[src/rtl/rv32i_pkg.sv]
// -----------------------------------------------------------------------------
// rv32i_pkg
//   Shared definitions for the RV32I multi-cycle core: sequencer state
//   encoding, trap cause codes, the data-memory size encoding, reset
//   defaults used by both the sequencer and the datapath, and the alignment
//   helper used by the optional misalignment checker.
//
//   Optional feature macro (consumed by core_ctrl): RV32I_MISALIGN_TRAP_EN
// -----------------------------------------------------------------------------
package rv32i_pkg;

    // Sequencer states. The encoding is visible on core_ctrl.dbg_state.
    typedef enum logic [2:0] {
        ST_FETCH  = 3'd0,
        ST_DECODE = 3'd1,
        ST_EXEC   = 3'd2,
        ST_MEM    = 3'd3,
        ST_WB     = 3'd4,
        ST_TRAP   = 3'd5,
        ST_HALT   = 3'd6
    } state_t;

    // Trap cause codes (mcause exception numbers).
    localparam logic [3:0] CAUSE_INSTR_MISALIGN = 4'd0;
    localparam logic [3:0] CAUSE_ILLEGAL        = 4'd2;
    localparam logic [3:0] CAUSE_LOAD_MISALIGN  = 4'd4;
    localparam logic [3:0] CAUSE_STORE_MISALIGN = 4'd6;
    localparam logic [3:0] CAUSE_ECALL_M        = 4'd11;

    // mem_size encoding driven by the datapath.
    localparam logic [1:0] SIZE_BYTE = 2'b00;
    localparam logic [1:0] SIZE_HALF = 2'b01;
    localparam logic [1:0] SIZE_WORD = 2'b10;

    // Reset defaults shared with the datapath.
    localparam logic [31:0] RESET_PC_DEFAULT = 32'h0000_0000;
    localparam logic [31:0] TRAP_VEC_DEFAULT = 32'h0000_0100;
    localparam logic [31:0] IR_RESET         = 32'h0000_0000;

    // True when an access of the given size at the given low address bits
    // does not sit on its natural boundary. The reserved size 2'b11 is
    // treated like a word so it can never slip through as "aligned".
    function automatic logic addr_misaligned(input logic [1:0] addr_lo,
                                             input logic [1:0] size);
        logic bad;
        case (size)
            SIZE_BYTE: bad = 1'b0;
            SIZE_HALF: bad = addr_lo[0];
            default:   bad = (addr_lo != 2'b00);
        endcase
        return bad;
    endfunction

endpackage

[src/rtl/misalign_chk.sv]
// -----------------------------------------------------------------------------
// misalign_chk
//   Combinational alignment check evaluated while the sequencer is in EXEC.
//   Only instantiated when RV32I_MISALIGN_TRAP_EN is defined.
//
//   Ports
//     is_load, is_store      in  : memory-class strobes from the decoder
//     is_branch, is_jal,
//     is_jalr                in  : control-transfer strobes from the decoder
//     branch_taken           in  : ALU compare result
//     addr_lo                in  : mem_addr[1:0]
//     mem_size               in  : access size (byte/half/word)
//     target_lo              in  : jump_target[1:0]
//     load_misalign          out : load to a misaligned address
//     store_misalign         out : store to a misaligned address
//     jump_misalign          out : taken transfer to a non-word-aligned target
// -----------------------------------------------------------------------------
module misalign_chk
    import rv32i_pkg::*;
(
    input  logic       is_load,
    input  logic       is_store,
    input  logic       is_branch,
    input  logic       is_jal,
    input  logic       is_jalr,
    input  logic       branch_taken,
    input  logic [1:0] addr_lo,
    input  logic [1:0] mem_size,
    input  logic [1:0] target_lo,
    output logic       load_misalign,
    output logic       store_misalign,
    output logic       jump_misalign
);

    logic access_bad;
    logic transfer;

    assign access_bad     = addr_misaligned(addr_lo, mem_size);
    assign load_misalign  = is_load  && access_bad;
    assign store_misalign = is_store && access_bad;

    // Only a transfer that actually redirects the PC can fault; a not-taken
    // branch falls through to pc+4, which is always aligned.
    assign transfer      = is_jal || is_jalr || (is_branch && branch_taken);
    assign jump_misalign = transfer && (target_lo != 2'b00);

endmodule

[src/rtl/core_ctrl.sv]
// -----------------------------------------------------------------------------
// core_ctrl
//   Multi-cycle sequencer for the RV32I core. Owns pc, the instruction
//   register and the retired-instruction counter, drives the fetch and
//   data-memory handshakes and walks each instruction through
//   FETCH -> DECODE -> EXEC -> (MEM) -> WB. Illegal instructions and ecall
//   go through a one-cycle TRAP state that saves pc to mepc and redirects to
//   TRAP_VEC; ebreak parks the core in HALT until reset.
//
//   Handshakes: a request (imem_req / dmem_req) is a level held high, with
//   its address/write-enable stable, in every cycle of its own state; the
//   matching ack completes the transfer on the rising edge where both are
//   high. An ack seen in any other state is ignored, and a reset drops an
//   outstanding request without waiting for its ack.
//
//   Optional feature: `define RV32I_MISALIGN_TRAP_EN adds alignment checks
//   in EXEC (load -> cause 4, store -> cause 6, taken transfer -> cause 0).
//   Without it, WB forces the low two bits of jump targets to zero and
//   misaligned data addresses go to memory unchanged.
//
//   Ports
//     clk, rst                       : clock, synchronous active-high reset
//     imem_req/imem_addr             : fetch request, address = pc
//     imem_ack/imem_rdata            : fetch completion and instruction word
//     ir                             : instruction register (to decoder)
//     dec_err, is_*, wr_valid        : decoder strobes for ir
//     branch_taken, jump_target      : datapath results, valid in EXEC/WB
//     mem_addr, mem_size             : effective address and access size
//     dmem_req/dmem_we/dmem_ack      : data-memory handshake
//     rf_we                          : register-file write strobe (WB only)
//     pc, mepc, instret              : architectural state
//     trap, trap_cause, halted       : trap pulse, last cause, halt status
//     dbg_state                      : current sequencer state
// -----------------------------------------------------------------------------
module core_ctrl
    import rv32i_pkg::*;
#(
    parameter logic [31:0] RESET_PC = RESET_PC_DEFAULT,
    parameter logic [31:0] TRAP_VEC = TRAP_VEC_DEFAULT
) (
    input  logic        clk,
    input  logic        rst,

    output logic        imem_req,
    output logic [31:0] imem_addr,
    input  logic        imem_ack,
    input  logic [31:0] imem_rdata,

    output logic [31:0] ir,

    input  logic        dec_err,
    input  logic        is_load,
    input  logic        is_store,
    input  logic        is_branch,
    input  logic        is_jal,
    input  logic        is_jalr,
    input  logic        is_ecall,
    input  logic        is_ebreak,
    input  logic        wr_valid,

    input  logic        branch_taken,
    input  logic [31:0] jump_target,

    input  logic [31:0] mem_addr,
    input  logic [1:0]  mem_size,

    output logic        dmem_req,
    output logic        dmem_we,
    input  logic        dmem_ack,

    output logic        rf_we,

    output logic [31:0] pc,
    output logic [31:0] mepc,
    output logic [31:0] instret,

    output logic        trap,
    output logic [3:0]  trap_cause,
    output logic        halted,

    output logic [2:0]  dbg_state
);

    state_t      state_q, state_d;
    logic [31:0] pc_q, ir_q, mepc_q, instret_q;
    logic [3:0]  cause_q, cause_d;
    logic        take_jump;

    // Redirect condition evaluated in WB; decoder strobes and datapath
    // results stay valid there because ir does not change until next fetch.
    assign take_jump = is_jal || is_jalr || (is_branch && branch_taken);

`ifdef RV32I_MISALIGN_TRAP_EN
    logic load_misalign, store_misalign, jump_misalign;
    logic unused_mem_hi;

    misalign_chk u_misalign_chk (
        .is_load        (is_load),
        .is_store       (is_store),
        .is_branch      (is_branch),
        .is_jal         (is_jal),
        .is_jalr        (is_jalr),
        .branch_taken   (branch_taken),
        .addr_lo        (mem_addr[1:0]),
        .mem_size       (mem_size),
        .target_lo      (jump_target[1:0]),
        .load_misalign  (load_misalign),
        .store_misalign (store_misalign),
        .jump_misalign  (jump_misalign)
    );

    // Upper address bits matter to memory, not to the sequencer.
    assign unused_mem_hi = ^mem_addr[31:2];
`else
    // Without the checker the sequencer never looks at the data address and
    // the low target bits are discarded in WB.
    logic unused_inputs;
    assign unused_inputs = ^{mem_addr, mem_size, jump_target[1:0]};
`endif

    // -------------------------------------------------------------------------
    // Next-state and output decode
    // -------------------------------------------------------------------------
    always_comb begin
        state_d  = state_q;
        cause_d  = cause_q;
        imem_req = 1'b0;
        dmem_req = 1'b0;
        dmem_we  = 1'b0;
        rf_we    = 1'b0;
        trap     = 1'b0;
        halted   = 1'b0;

        case (state_q)
            ST_FETCH: begin
                imem_req = 1'b1;
                if (imem_ack) begin
                    state_d = ST_DECODE;
                end
            end

            ST_DECODE: begin
                if (dec_err) begin
                    state_d = ST_TRAP;
                    cause_d = CAUSE_ILLEGAL;
                end else if (is_ecall) begin
                    state_d = ST_TRAP;
                    cause_d = CAUSE_ECALL_M;
                end else if (is_ebreak) begin
                    state_d = ST_HALT;
                end else begin
                    state_d = ST_EXEC;
                end
            end

            ST_EXEC: begin
`ifdef RV32I_MISALIGN_TRAP_EN
                if (load_misalign) begin
                    state_d = ST_TRAP;
                    cause_d = CAUSE_LOAD_MISALIGN;
                end else if (store_misalign) begin
                    state_d = ST_TRAP;
                    cause_d = CAUSE_STORE_MISALIGN;
                end else if (jump_misalign) begin
                    state_d = ST_TRAP;
                    cause_d = CAUSE_INSTR_MISALIGN;
                end else if (is_load || is_store) begin
                    state_d = ST_MEM;
                end else begin
                    state_d = ST_WB;
                end
`else
                if (is_load || is_store) begin
                    state_d = ST_MEM;
                end else begin
                    state_d = ST_WB;
                end
`endif
            end

            ST_MEM: begin
                dmem_req = 1'b1;
                dmem_we  = is_store;
                if (dmem_ack) begin
                    state_d = ST_WB;
                end
            end

            ST_WB: begin
                rf_we   = wr_valid;
                state_d = ST_FETCH;
            end

            ST_TRAP: begin
                trap    = 1'b1;
                state_d = ST_FETCH;
            end

            ST_HALT: begin
                halted = 1'b1;
            end

            default: begin
                state_d = ST_FETCH;
            end
        endcase
    end

    // -------------------------------------------------------------------------
    // State and architectural registers
    // -------------------------------------------------------------------------
    always_ff @(posedge clk) begin
        if (rst) begin
            state_q   <= ST_FETCH;
            pc_q      <= RESET_PC;
            ir_q      <= IR_RESET;
            mepc_q    <= 32'h0000_0000;
            instret_q <= 32'h0000_0000;
            cause_q   <= 4'd0;
        end else begin
            state_q <= state_d;
            cause_q <= cause_d;

            if (state_q == ST_FETCH && imem_ack) begin
                ir_q <= imem_rdata;
            end

            if (state_q == ST_WB) begin
                instret_q <= instret_q + 32'd1;
                // With the checker enabled a misaligned target has already
                // trapped, so masking the low bits is harmless in both builds.
                if (take_jump) begin
                    pc_q <= {jump_target[31:2], 2'b00};
                end else begin
                    pc_q <= pc_q + 32'd4;
                end
            end

            if (state_q == ST_TRAP) begin
                mepc_q <= pc_q;
                pc_q   <= TRAP_VEC;
            end
        end
    end

    assign imem_addr  = pc_q;
    assign ir         = ir_q;
    assign pc         = pc_q;
    assign mepc       = mepc_q;
    assign instret    = instret_q;
    assign trap_cause = cause_q;
    assign dbg_state  = state_q;

endmodule
[config.mk]
export PLATFORM = sky130hd
export DESIGN_NAME = core_ctrl
export DESIGN_NICKNAME = d
export VERILOG_FILES = /design/src/rtl/rv32i_pkg.sv /design/src/rtl/misalign_chk.sv /design/src/rtl/core_ctrl.sv
export SDC_FILE = /design/constraint.sdc
export NUM_CORES = 1
export LEC_CHECK = 0
export CELL_PAD_IN_SITES_DETAIL_PLACEMENT = 1
export CELL_PAD_IN_SITES_GLOBAL_PLACEMENT = 1
export CORE_UTILIZATION = 30
export CTS_BUF_LIST = sky130_fd_sc_hd__clkbuf_2 sky130_fd_sc_hd__clkbuf_4 sky130_fd_sc_hd__clkbuf_8
export DETAILED_ROUTE_END_ITERATION = 6
export PLACE_DENSITY_LB_ADDON = 0.1
export SYNTH_ARGS = -nofsm -noshare
export SYNTH_HDL_FRONTEND = slang
export SYNTH_SLANG_ARGS = --single-unit
[constraint.sdc]
create_clock -name clk -period 2.75 [get_ports clk]
set_clock_uncertainty 0.2 [all_clocks]
set_input_delay 0.55 -clock clk [delete_from_list [all_inputs] [get_ports clk]]
set_output_delay 0.55 -clock clk [all_outputs]
set_load 0.02 [all_outputs]
==> impl_metrics.json <==
{
  "setup_slack_ps": 145.9,
  "period_minus_slack_ps": 2604,
  "critPathTopFamily": "buffers and inverters",
  "placed_area_mm2": 0.008901,
  "nets": 1120,
  "track_usage_pct": 21.08,
  "ant_nets": 0,
  "synthDistinctLibCells": 67,
  "final_cell_count_no_fill": 1289,
  "synth.area.top_cells": "dfxtp_1, nand2_1, a21oi_1, buf_4, xor2_1",
  "required_ps": 2000,
  "fin_util_pct": 45.79,
  "antenna_found_initial": 0,
  "hp-class": "flop to flop",
  "slew_headroom_pct": 56.18,
  "hold_slack_ps": 255.6,
  "place_ws_ps": 178.7,
  "clockBufferDepth": 2,
  "synth-xor-area-share_pct": 4.350,
  "firstDrtPassIters": 4,
  "syn_area_mm2": 0.006242,
  "rsz0062_at_grt": "false",
  "ys_top_cells_by_count": "nand2_1, dfxtp_1, a21oi_1, nor2_1, buf_4",
  "grt_pass1_wl_um": 35400,
  "wl_per_cell_um": 17.37,
  "tightest_slew_ps": 657.3,
  "finalSetupViolations": 0,
  "r2r-start": "imem_addr[2]$_SDFFE_PP0P_",
  "drive_gt1_share_pct": 8.930,
  "cts_tree": "built",
  "insertion_delay_ps": 450,
  "via_count": 6391,
  "slew_viol_final": 0,
  "synthArstFlopShare_pct": 0,
  "wl_um": 22390,
  "status": "finished clean",
  "postSynthAreaPerCell_um2": 7.993,
  "die_x_um": 146.2,
  "synth_top_family_by_area": "simple AND/OR/NAND/NOR gates",
  "cts.sinks": 133,
  "row_count": 52,
  "yosysTopAreaCellShare_pct": 42.65,
  "cap_viol_max_count": 0,
  "ys_seq_area_share_pct": 42.65,
  "critical_path.startpoint": "dbg_state[1]$_SDFFE_PP0P_",
  "syn_nets": 895,
  "cp-end-kind": "output pin",
  "final_cell_area_mm2": 0.009295,
  "final-hold-violation-count": 0,
  "crit_chain": "buf_4, nand3b_1, clkinv_1, clkdlybuf4s50_1",
  "final.period_utilization_pct": 94.69,
  "antenna_cells": 0,
  "yosys_warnings": 0,
  "min_from": "ir[24]$_SDFFE_PP0P_",
  "vdd_drop_max_mv": 0.2741,
  "arrival_ps": 1850,
  "io_buffers": 247,
  "fp.dieArea_mm2": 0.02139,
  "cp.buffers_inverters": 3,
  "synth_fa_ha_area_share_pct": 0.4009,
  "postCtsHoldBufs": 0,
  "p_total_mw": 4.659,
  "yosys.area.top_type": "dfxtp_1",
  "synth_edf_count": 0,
  "r2r-end": "imem_addr[26]$_SDFFE_PP0P_",
  "hpwlAfterDp_um": 15970,
  "synth-simple-area-share_pct": 26.60,
  "p_leak_nw": 3.280,
  "synth.most_common_cell": "nand2_1",
  "grt_pass1_vias": 6270,
  "core_area_mm2": 0.02030,
  "synth.area.mux_share_pct": 0.6414,
  "area_growth_syn_to_layout_pct": 48.91,
  "synth_seq_cells": 133,
  "gp_congestion": 0.7705,
  "postCtsSetupRepairBufs": 0,
  "overflow": 0,
  "drt_iter0_markers": 214,
  "grt_max_degree": 90,
  "ctsResizeCount": 6,
  "max_freq_ghz": 0.3840,
  "synth-main-ff-cell": "dfxtp_1",
  "worstPathMaxFanout": 12,
  "cts_buffers": 17,
  "slowest_delay_ps": 630,
  "min_to": "ir[24]$_SDFFE_PP0P_",
  "post-place-cells": 1257,
  "fillers": 2468,
  "initial_core_util_pct": 30.75,
  "cts_max_level": 4,
  "clkSlewWorstSetupHoldPaths_ps": 80,
  "synthCells": 781,
  "startpoint_type": "flop",
  "cts_root_buffer": "clkbuf_8",
  "reg2regPathDepth": 5,
  "r2r_setup_slack_ps": 230,
  "worstSetupPathType": "flop to output pin",
  "p_per_area_mw_per_mm2": 501.3,
  "holdPathStages": 2,
  "tns_ps": 0,
  "crit_path_top_delay_cell": "clkdlybuf4s50_1",
  "die_h_um": 146.2,
  "synth_compound_area_share_pct": 16.28,
  "drc_errors": 0,
  "viasPerCell": 4.958,
  "pin_count": 285
}
## cells in the final DEF, fill, tap and decap left out, types with 4 or more instances in the layout
cell type,count
a211o_1,4
a211oi_1,4
a21oi_1,88
a22oi_1,9
a31oi_1,4
a32o_1,7
and2_1,8
and3_1,11
and4_1,7
buf_4,43
clkbuf_8,17
clkdlybuf4s50_1,242
clkinv_4,4
dfxtp_1,131
inv_1,8
inv_6,4
mux2i_1,4
nand2_1,170
nand3_1,28
nand4_1,21
nor2_1,54
nor3_1,17
nor4_1,6
o21ai_0,20
o22ai_1,6
xnor2_1,6
xor2_1,25
## final cells by class
type	instances	area, um2	share of cell area [%]
multi-input cells	553	3028	32.58
repair buffers	292	2844	30.60
flip-flops and latches	133	2665	28.67
well taps	270	337.8	3.634
clock buffers	18	241.5	2.598
clock inverters	14	145.1	1.561
inverters	9	33.78	0.3634
## cell families after synthesis
kind of cell / Yosys count
XOR/XNOR: 31
adder cells (fa/ha/maj): 2
buffers and inverters: 95
AO/OA/AOI/OAI: 165
flip-flops: 133
other: 1
AND/OR/NAND/NOR: 350
multiplexers: 4
## state kept, by name (all words and copies together) (netlist names)
name and flops:
imem_addr 32, dbg_state 3, ir 32, mepc 32
trap_cause 2, instret 32
## worst register-to-register path, cell delays in order, from the launching register on
cell     delay (ps)
dfxtp_1         540
ha_1            290
nand4_1         330
nor4_1          610
nor3_1          100
a311o_1         330
## worst max-delay path by stage
stage | cells after the start | to | slack [ps]
after floorplan | 4 | dmem_we | 210
after global placement | 7 | imem_addr[28]$_SDFFE_PP0P_ | 170
after detailed placement | 5 | imem_addr[15]$_SDFFE_PP0P_ | 180
after CTS | 4 | dmem_we | 6
after global routing | 4 | trap | 30
final | 4 | trap | 150
## power breakdown
| part | total [mW] | switching, mW | internal (mW) |
|---|---|---|---|
| registers | 2.10 | 0.0871 | 2.01 |
| logic | 0.926 | 0.490 | 0.436 |
| clock network | 1.64 | 0.887 | 0.752 |
| total | 4.66 | 1.46 | 3.20 |
## routing by layer
layer	wire [um]	GRT usage, %
met3	1364	5.875
met1	10370	27.82
met5	0	0
met4	408	6.979
met2	10250	33.02
(Power assumes the default switching activity.)
